--- src/rtl/obstacle_sweep.sv ---
// Walks the active obstacle list, launches the collision unit per obstacle and chains results.
// Optional WAIT watchdog: define OBSTACLE_SWEEP_TIMEOUT_EN.
module obstacle_sweep #(
    parameter int POSITION_SIZE     = 16,
    parameter int VELOCITY_SIZE     = 16,
    parameter int ACCELERATION_SIZE = 16,
    parameter int NUM_VERTICES      = 5,
    parameter int NUM_OBSTACLES     = 8,
    parameter int MEM_LATENCY       = 2,
    parameter int TIMEOUT_CYCLES    = 255,
    localparam int OBS_AW           = $clog2(NUM_OBSTACLES),
    localparam int VCW              = $clog2(NUM_VERTICES) + 1
) (
    input  logic                                              clk_in,
    input  logic                                              rst_in,
    input  logic                                              step_valid_in,
    output logic                                              step_ready_out,
    input  logic [OBS_AW:0]                                   num_obstacles_in,
    input  logic [POSITION_SIZE-1:0]                          pos_x_in, pos_y_in, dx_in, dy_in,
    input  logic [VELOCITY_SIZE-1:0]                          vel_x_in, vel_y_in,
    output logic [OBS_AW-1:0]                                 obs_addr_out,
    input  logic [1:0][NUM_VERTICES-1:0][POSITION_SIZE-1:0]   obs_vertices_in,
    input  logic [VCW-1:0]                                    obs_count_in,
    output logic                                              coll_begin_out,
    output logic [1:0][NUM_VERTICES-1:0][POSITION_SIZE-1:0]   coll_obstacle_out,
    output logic [VCW-1:0]                                    coll_num_vertices_out,
    output logic [POSITION_SIZE-1:0]                          coll_pos_x_out, coll_pos_y_out,
    output logic [VELOCITY_SIZE-1:0]                          coll_vel_x_out, coll_vel_y_out,
    output logic [POSITION_SIZE-1:0]                          coll_dx_out, coll_dy_out,
    input  logic                                              coll_result_in,
    input  logic                                              coll_was_collision_in,
    input  logic [POSITION_SIZE-1:0]                          coll_x_new_in, coll_y_new_in,
    input  logic [POSITION_SIZE-1:0]                          coll_x_int_in, coll_y_int_in,
    input  logic [VELOCITY_SIZE-1:0]                          coll_vel_x_new_in, coll_vel_y_new_in,
    input  logic [ACCELERATION_SIZE-1:0]                      coll_acc_x_in, coll_acc_y_in,
    output logic                                              step_valid_out,
    output logic [POSITION_SIZE-1:0]                          x_out, y_out,
    output logic [VELOCITY_SIZE-1:0]                          vel_x_out, vel_y_out,
    output logic [ACCELERATION_SIZE-1:0]                      acc_x_out, acc_y_out,
    output logic [OBS_AW:0]                                   hit_count_out,
    output logic                                              timeout_out
);
    typedef enum logic [2:0] {ST_IDLE, ST_FETCH, ST_LAUNCH, ST_WAIT, ST_MERGE, ST_DONE} state_t;
    localparam int NW  = OBS_AW + 1;
    localparam int FCW = (MEM_LATENCY > 1) ? $clog2(MEM_LATENCY) : 1;
    localparam int AS  = ACCELERATION_SIZE;

    state_t                  state_r;
    logic [NW-1:0]           n_r, idx_r, hits_r, n_sat_s, idx_next_s;
    logic [FCW-1:0]          fetch_cnt_r;
    logic [POSITION_SIZE-1:0] pos_x_r, pos_y_r, dx_r, dy_r, fin_x_r, fin_y_r;
    logic [VELOCITY_SIZE-1:0] vel_x_r, vel_y_r;
    logic [AS-1:0]           acc_x_r, acc_y_r;
    logic                    hit_any_r;

    // Two's-complement add clamped to the signed accumulator range.
    function automatic logic [AS-1:0] sat_add(input logic [AS-1:0] a, input logic [AS-1:0] b);
        logic [AS:0] sum;
        sum = {a[AS-1], a} + {b[AS-1], b};
        if (sum[AS] != sum[AS-1]) begin
            if (sum[AS]) return {1'b1, {(AS-1){1'b0}}};
            else         return {1'b0, {(AS-1){1'b1}}};
        end else begin
            return sum[AS-1:0];
        end
    endfunction

`ifdef OBSTACLE_SWEEP_TIMEOUT_EN
    localparam int TW = $clog2(TIMEOUT_CYCLES + 1);
    logic [TW-1:0] wait_cnt_r;
    logic          timeout_r;
    assign timeout_out = timeout_r;
`else
    assign timeout_out = 1'b0;
`endif

    // Active obstacle count clamped to the memory depth, and next list index.
    always_comb begin
        if (num_obstacles_in > NW'(NUM_OBSTACLES)) begin
            n_sat_s = NW'(NUM_OBSTACLES);
        end else begin
            n_sat_s = num_obstacles_in;
        end
        idx_next_s = idx_r + NW'(1);
    end

    // Sweep sequencer: all working state and every output register.
    always_ff @(posedge clk_in or negedge rst_in) begin
        if (!rst_in) begin
            state_r <= ST_IDLE;
            n_r <= '0; idx_r <= '0; hits_r <= '0; fetch_cnt_r <= '0; hit_any_r <= 1'b0;
            pos_x_r <= '0; pos_y_r <= '0; dx_r <= '0; dy_r <= '0; fin_x_r <= '0; fin_y_r <= '0;
            vel_x_r <= '0; vel_y_r <= '0; acc_x_r <= '0; acc_y_r <= '0;
            step_ready_out <= 1'b1; obs_addr_out <= '0; coll_begin_out <= 1'b0;
            coll_obstacle_out <= '0; coll_num_vertices_out <= '0;
            coll_pos_x_out <= '0; coll_pos_y_out <= '0; coll_vel_x_out <= '0; coll_vel_y_out <= '0;
            coll_dx_out <= '0; coll_dy_out <= '0;
            step_valid_out <= 1'b0; x_out <= '0; y_out <= '0; vel_x_out <= '0; vel_y_out <= '0;
            acc_x_out <= '0; acc_y_out <= '0; hit_count_out <= '0;
`ifdef OBSTACLE_SWEEP_TIMEOUT_EN
            wait_cnt_r <= '0; timeout_r <= 1'b0;
`endif
        end else begin
            step_valid_out <= 1'b0;
            coll_begin_out <= 1'b0;
            case (state_r)
                ST_IDLE: begin
                    // Ready rises one cycle after the result pulse.
                    if (!step_ready_out) begin
                        step_ready_out <= 1'b1;
                    end else if (step_valid_in) begin
                        step_ready_out <= 1'b0;
                        pos_x_r <= pos_x_in; pos_y_r <= pos_y_in; dx_r <= dx_in; dy_r <= dy_in;
                        vel_x_r <= vel_x_in; vel_y_r <= vel_y_in;
                        acc_x_r <= '0; acc_y_r <= '0; hits_r <= '0; hit_any_r <= 1'b0;
                        idx_r <= '0; obs_addr_out <= '0; fetch_cnt_r <= '0; n_r <= n_sat_s;
`ifdef OBSTACLE_SWEEP_TIMEOUT_EN
                        timeout_r <= 1'b0;
`endif
                        state_r <= (n_sat_s == NW'(0)) ? ST_DONE : ST_FETCH;
                    end
                end
                ST_FETCH: begin
                    if (fetch_cnt_r == FCW'(MEM_LATENCY - 1)) begin
                        fetch_cnt_r <= '0;
                        if (obs_count_in < VCW'(2)) begin
                            state_r <= ST_MERGE;
                        end else begin
                            coll_obstacle_out <= obs_vertices_in;
                            coll_num_vertices_out <= obs_count_in;
                            coll_pos_x_out <= pos_x_r; coll_pos_y_out <= pos_y_r;
                            coll_vel_x_out <= vel_x_r; coll_vel_y_out <= vel_y_r;
                            coll_dx_out <= dx_r; coll_dy_out <= dy_r;
                            coll_begin_out <= 1'b1;
                            state_r <= ST_LAUNCH;
                        end
                    end else begin
                        fetch_cnt_r <= fetch_cnt_r + FCW'(1);
                    end
                end
                ST_LAUNCH: begin
`ifdef OBSTACLE_SWEEP_TIMEOUT_EN
                    wait_cnt_r <= '0;
`endif
                    state_r <= ST_WAIT;
                end
                ST_WAIT: begin
                    // Collision results are folded in here; MERGE only advances the index.
                    if (coll_result_in) begin
                        if (coll_was_collision_in) begin
                            pos_x_r <= coll_x_int_in; pos_y_r <= coll_y_int_in;
                            vel_x_r <= coll_vel_x_new_in; vel_y_r <= coll_vel_y_new_in;
                            dx_r <= coll_x_new_in - coll_x_int_in;
                            dy_r <= coll_y_new_in - coll_y_int_in;
                            fin_x_r <= coll_x_new_in; fin_y_r <= coll_y_new_in;
                            hit_any_r <= 1'b1; hits_r <= hits_r + NW'(1);
                            acc_x_r <= sat_add(acc_x_r, coll_acc_x_in);
                            acc_y_r <= sat_add(acc_y_r, coll_acc_y_in);
                        end
                        state_r <= ST_MERGE;
                    end
`ifdef OBSTACLE_SWEEP_TIMEOUT_EN
                    else if (wait_cnt_r == TW'(TIMEOUT_CYCLES - 1)) begin
                        timeout_r <= 1'b1;
                        state_r <= ST_MERGE;
                    end else begin
                        wait_cnt_r <= wait_cnt_r + TW'(1);
                    end
`endif
                end
                ST_MERGE: begin
                    if (idx_next_s == n_r) begin
                        state_r <= ST_DONE;
                    end else begin
                        idx_r <= idx_next_s;
                        obs_addr_out <= idx_next_s[OBS_AW-1:0];
                        state_r <= ST_FETCH;
                    end
                end
                ST_DONE: begin
                    step_valid_out <= 1'b1;
                    x_out <= hit_any_r ? fin_x_r : pos_x_r + dx_r;
                    y_out <= hit_any_r ? fin_y_r : pos_y_r + dy_r;
                    vel_x_out <= vel_x_r; vel_y_out <= vel_y_r;
                    acc_x_out <= acc_x_r; acc_y_out <= acc_y_r;
                    hit_count_out <= hits_r;
                    state_r <= ST_IDLE;
                end
                default: state_r <= ST_IDLE;
            endcase
        end
    end
endmodule
--- config.mk ---
export PLATFORM = sky130hd
export DESIGN_NAME = obstacle_sweep
export DESIGN_NICKNAME = d
export VERILOG_FILES = /design/src/rtl/obstacle_sweep.sv
export SDC_FILE = /design/constraint.sdc
export NUM_CORES = 1
export LEC_CHECK = 0
export ABC_AREA = 1
export CAP_MARGIN = 5
export CELL_PAD_IN_SITES_DETAIL_PLACEMENT = 1
export CELL_PAD_IN_SITES_GLOBAL_PLACEMENT = 2
export CORE_MARGIN = 5
export CORE_UTILIZATION = 25
export CTS_CLUSTER_DIAMETER = 120
export DETAILED_ROUTE_END_ITERATION = 8
export HOLD_SLACK_MARGIN = 0.02
export PLACE_DENSITY_LB_ADDON = 0.1
export SYNTH_ARGS = -nofsm -noshare
export SYNTH_HDL_FRONTEND = slang
export SYNTH_SLANG_ARGS = --single-unit
--- constraint.sdc ---
create_clock -name clk_in -period 2.4 [get_ports clk_in]
set_input_delay 0.24 -clock clk_in [delete_from_list [all_inputs] [get_ports clk_in]]
set_output_delay 0.24 -clock clk_in [all_outputs]
set_load 0.03 [all_outputs]
# Word level (Yosys, flattened, before mapping)
# Index checks and enable logic that the tools add are counted.
classes:
  addsub: 9
  magnitude_cmp: 2
  n_eq_ne: 14
  n_mux: 77
  bitwise_logic: 1
  n_reduce_logical: 12
ops:
  columns: ["operator", "count"]
  rows:
  - ["16-bit 2-to-1 mux", 36]
  - ["16-bit one-hot mux with 2 select lines", 8]
  - ["16-bit by 16-bit adder with 17-bit output", 2]
  - ["16-bit adder", 2]
  - ["16-bit subtractor", 2]
  - ["3-bit 2-to-1 mux", 10]
  - ["4-bit 2-to-1 mux", 6]
  - ["4-bit one-hot mux with 2 select lines", 2]
  - ["3-bit one-hot mux with 5 select lines", 1]
  - ["2-bit != test, second input constant", 6]
  - ["3-bit AND reduction", 4]
  - ["1-bit 2-to-1 mux", 11]
  - ["4-bit by 1-bit adder with 4-bit output, second input constant", 2]
  - ["4-bit AND reduction", 2]
  - ["3-bit by 2-bit == test with 1-bit output, second input constant", 2]
  - ["3-bit == test, second input constant", 2]
  - ["3-bit one-hot mux with 2 select lines", 1]
  - ["2-bit nonzero test", 3]
  - ["5-bit AND reduction", 1]
  - ["4-bit == test", 1]
  - ["4-bit greater-than comparator, second input constant", 1]
  - ["4-bit logical NOT", 1]
  - ["4-bit by 2-bit < comparator with 1-bit output, second input constant", 1]
  - ["1-bit one-hot mux with 2 select lines", 2]
  - ["other kinds (5)", 6]
totals:
  reg_bits: 543
  inputBits: 397
  out_inout_bits: 367
  elab_cells: 159

# Depth between registers and ports, before layout
logic_depth:
  ltp_word: 7
  depth_mapped: 15
  depth_no_buf: 14

# Least setup slack after synthesis
# Ideal clock, no wire load.
synth_path:
  path_kind: "register to register"
  start: "reg acc_x_r[0]"
  end: "reg acc_x_r[10]"
  setup_ps: 117
  arrival_time_ps: 2189
  required_time_ps: 2283
  slack_ps: 95
  path_stages_with_launch: 16
  n_path_buf: 1
  synth_period_minus_slack_ps: 2305
  cell_sequence: "dfrtp_1 > ha_1 > fa_1 > nand3_1 > nand3_1 > nand2_1 > nand2_1 > nand2_1 > nand2_1 > nand2_1 > nand2_1 > nand2_1 > clkbuf_1 > nand3_1 > nand2_1 > nand2_1"
synth_via:
  elab_chain_len: 6
synth_lines:
  columns: ["item", "line", "text"]
  rows:
  - ["start, declared", "53", "logic [AS-1:0] acc_x_r, acc_y_r;"]
  - ["start signal, assigned", "157", "acc_x_r <= sat_add(acc_x_r, coll_acc_x_in);"]
  - ["16-bit by 16-bit adder with 17-bit output (*)", "59", "sum = {a[AS-1], a} + {b[AS-1], b};"]
  - ["16-bit 2-to-1 mux / 1-bit != test (equally long branches)", "61, 60", null]
  - ["16-bit 2-to-1 mux (*)", "60", "if (sum[AS] != sum[AS-1]) begin"]
  - ["16-bit 2-to-1 mux (*)", "150", "if (coll_was_collision_in) begin"]
  - ["16-bit 2-to-1 mux (*)", "149", "if (coll_result_in) begin"]
  - ["16-bit one-hot mux with 2 select lines (*)", "106", "case (state_r)"]
# Every way passes the cells marked *; elsewhere a longest branch is shown, timed or not. The select of a mux whose other input is x is not followed.
# A chain may end at the register's enable or synchronous reset.

# Worst setup path after layout
layout_path:
  start: "reg state_r[1]"
  end: "reg acc_x_r[9]"
layout_via:
  elab_chain_len: 3
layout_lines:
  columns: ["item", "line", "text"]
  rows:
  - ["start, declared", "48", "state_t state_r;"]
  - ["start signal, assigned", "120", "state_r <= (n_sat_s == NW'(0)) ? ST_DONE : ST_FETCH;"]
  - ["3-bit by 2-bit == test with 1-bit output / 3-bit logical NOT (equally long branches)", "106", null]
  - ["2-bit != test (no line) / 2-bit nonzero test (equally long branches)", null, null]
  - ["5-bit AND reduction (no line)", null, null]
# Parallel ways exist; a longest one is shown, timed or not.

==> impl_metrics.toml <==
[logic_synthesis]
async_flop_share_pct = 100
synth_cell_types = 44
ys_seq_elements = 540
yosys_warnings = 0
syn_inst = 3299
syn_nets = 3796
synth_edf_count = 0
synth-main-ff-cell = "dfrtp_1"
synth_seq_area_share_pct = 50.8
syn_area_mm2 = 0.0266
syn_area_per_cell_um2 = 8.06

[timing]
fmax_ghz = 0.444
finalMaxSlewViolations = 0
maxSlewHeadroom_pct = 56.5
fin_ws_ns = 0.150
finalSetupViolCount = 0
period_share_pct = 93.7
whs_ns = 0.129
skew_ns = 0.0226
tightest_slew_ns = 0.650
hold_violations = 0
period_needed_ns = 2.25

[floorplanning]
die_area_mm2 = 0.113
die_y_um = 336
coreArea_mm2 = 0.105
rows = 119
start_util_pct = 25.2
die-width_um = 336
boundaryPins = 764

[pwr]
power_density_mw_per_mm2 = 1490
ir_drop_mv = 0.743
power.leakage_nw = 19.6

[cts]
cts.sinks = 540
cts_buffers = 72
htree_levels = 3
clock_latency_ns = 0.64
clockBufferDepth = 3
cts_tree = "done"
cts-root-buf = "clkbuf_16"
path_clk_slew_ns = 0.06

[finish]
final_util_pct = 37.7
largest_register_ffs = 160
regMostFlops = "coll_obstacle_out"
drive_gt1_share_pct = 8.76
nNetsFinal = 4663
area_growth_pct = 49.5

[drt]
vias = 25200
drc_errors = 0
finalWirelength_um = 129000
wl_per_cell_um = 22.9
drt_pre_antenna_iters = 5
drtAntennaViolNets = 0
viasPerCell = 4.48
drt_iter0_drc = 1244

[worst_setup_path]
path_class = "reg2reg"
worstSetupEndpointType = "register"
worst_path_max_delay_cell = "dfrtp_2"
crit_chain = "nor2_2, nand2_2, nand2_1, o21ai_0, or2_2, inv_6, nand2_4, buf_12, a21oi_4, clkbuf_16, nand2_1, nand2_1"
cp.required_ns = 2.97
worst_path_most_repeated_cell = "nand2_1"
timing.critical_path.from = "state_r[1]"
cp_slowest_stage_delay_ns = 0.45
cp-start-kind = "register"
worstPathMaxFanout = 27
cp.arrival_ns = 2.82
rr_startpoint = "state_r[1]"

[global_route]
grt_max_degree = 136
gr-total-overflow = 0
grt_pass1_vias = 26300
grtUsageTotal_pct = 22.1
antenna_found_initial = 26
grt_pass1_wl_um = 186000

[outcome]
status = "completed"

[hold_path]
hold_path_class = "in2reg"
hold_start = "obs_vertices_in[86]"

[placement]
pre_cts_ws_ns = -0.411
io_buffers = 762
place_congestion = 0.816
dp_hpwl_um = 102000

[run]
cap_violations = 0
[through the flow]
stage / std cells / total power, W / cell area, µm² / TNS, ns
5_1_grt: 5614 / 0.0634 / 39700 / -0.0557
6_report: 5619 / 0.0592 / 39700 / 0
3_3_place_gp: 5481 / 0.0481 / 37100 / -6.23
3_5_place_dp: 5481 / 0.0484 / 37100 / -8.30
2_1_floorplan: 3299 / 0.0331 / 26600 / 0
4_1_cts: 5612 / 0.0601 / 39600 / 0
[layout make-up]
type	count	area, µm²
Antenna cell	6	15.0
Clock buffer	98	2070
Clock inverter	32	368
Fill cell	12400	65700
Inverter	262	1000
Multi-Input combinational cell	2352	11600
Sequential cell	540	13500
Tap cell	1391	1740
Timing Repair Buffer	938	9440
[layout by cell type (no fill, tap or decap), types with 3 or more instances in the layout]
master	synthesis	final
a21boi_0	4	4
a21o_1	13	13
a21oi_1	91	87
a21oi_2	2	4
a31oi_1	40	40
buf_12	0	37
buf_4	4	135
bufinv_16	0	6
clkbuf_1	90	10
clkbuf_16	0	74
clkbuf_8	0	15
clkdlybuf4s50_1	0	761
clkinv_2	0	17
dfrtp_1	539	538
diode_2	0	6
fa_1	6	4
ha_1	94	89
ha_4	0	3
inv_1	257	255
inv_2	4	3
inv_6	0	7
mux2_2	5	5
mux2_4	23	23
nand2_1	1408	1396
nand2_2	1	12
nand3_1	123	121
nand3b_1	11	11
nand4_1	9	9
nor2_1	151	151
nor3_1	13	12
o211ai_1	40	40
o21a_1	3	3
o21ai_0	208	207
o21bai_1	25	25
o22ai_1	13	13
or2_2	4	5
xnor2_1	32	32
xor2_1	20	20
[repair_timing]
| action | 4_1_cts | 5_1_grt |
|---|---|---|
| endpoints found under the setup margin | 2 | 38 |
| endpoints found under the hold margin | 310 | 0 |
| resized for setup | 1 | 30 |
| pin swaps | 0 | 2 |
| hold buffers | 1 | 0 |
| gates cloned | 0 | 1 |
| setup buffers | 0 | 0 |
[metal layers]
| metal | vias up | part of all wire [%] | routed length [µm] | GRT usage (%) |
|---|---|---|---|---|
| li1 | 12200 | - | - | - |
| met1 | 12200 | 43 | 55400 | 27.9 |
| met2 | 545 | 49 | 62800 | 38.5 |
| met3 | 136 | 6.3 | 8130 | 5.80 |
| met4 | 22 | 1.7 | 2220 | 4.49 |
| met5 | - | 0.12 | 155 | 0 |
[cells in the mapped netlist (all sizes together) (3+ instances only)]
cell type	instances	area, µm²
nand3b	11	82.6
or2	5	31.3
buf	55	304
a21oi	93	473
fa	6	120
o21a	3	22.5
xnor2	32	280
inv	262	986
ha	94	1180
mux2	28	402
nand3	124	626
nand4	9	56.3
o22ai	13	81.3
a21o	13	97.6
o21bai	25	188
o211ai	40	300
nor2	152	573
clkbuf	90	338
xor2	20	175
nor3	13	65.1
nand2	1410	5300
a21boi	4	30.0
a31oi	40	250
o21ai	208	1040
dfrtp	539	13500
[final timing paths]
| path | to | slack [ns] | depth (start not counted) |
|---|---|---|---|
| setup / recovery | acc_x_r[9] | 0.15 | 12 |
| hold / removal | coll_obstacle_out[86] | 0.13 | 3 |
| setup reg to reg | acc_x_r[9] | 0.15 | 12 |
| hold reg to reg | acc_x_out[14] | 0.47 | 2 |
| max in group asynchronous | coll_dx_out[9] | 1.35 | 4 |
| min in group asynchronous | coll_obstacle_out[150] | 0.14 | 2 |
[kinds of logic (layout without fill, tap and decap cells)]
| family | count (synthesis) | count (layout) | synth area share, % |
|---|---|---|---|
| other | 1 | 7 | 0.0141 |
| and+or+nand+nor | 1727 | 1727 | 25.4 |
| adders and majority gates | 100 | 100 | 4.88 |
| AOI/OAI and AO/OA | 444 | 444 | 9.50 |
| muxes | 28 | 28 | 1.51 |
| buffers and inverters | 407 | 1330 | 6.12 |
| xor gates and xnor gates | 52 | 52 | 1.71 |
| DFF | 540 | 540 | 50.8 |
[critical path: cells and delay by family, from the launching register on]
kind	cells	cell delay, ns
buffers and inverters	3	0.49
AOI/OAI and AO/OA	2	0.32
and+or+nand+nor	7	0.90
DFF	1	0.45
[power by group]
part	internal (W)	total (W)	switching (W)	leakage, nW
Clock	0.00672	0.0112	0.00450	1.21
Combinational	0.0120	0.0320	0.0200	11.6
Sequential	0.0133	0.0159	0.00262	6.79
Total	0.0320	0.0592	0.0272	19.6
Power figures use the tool's default switching activity.
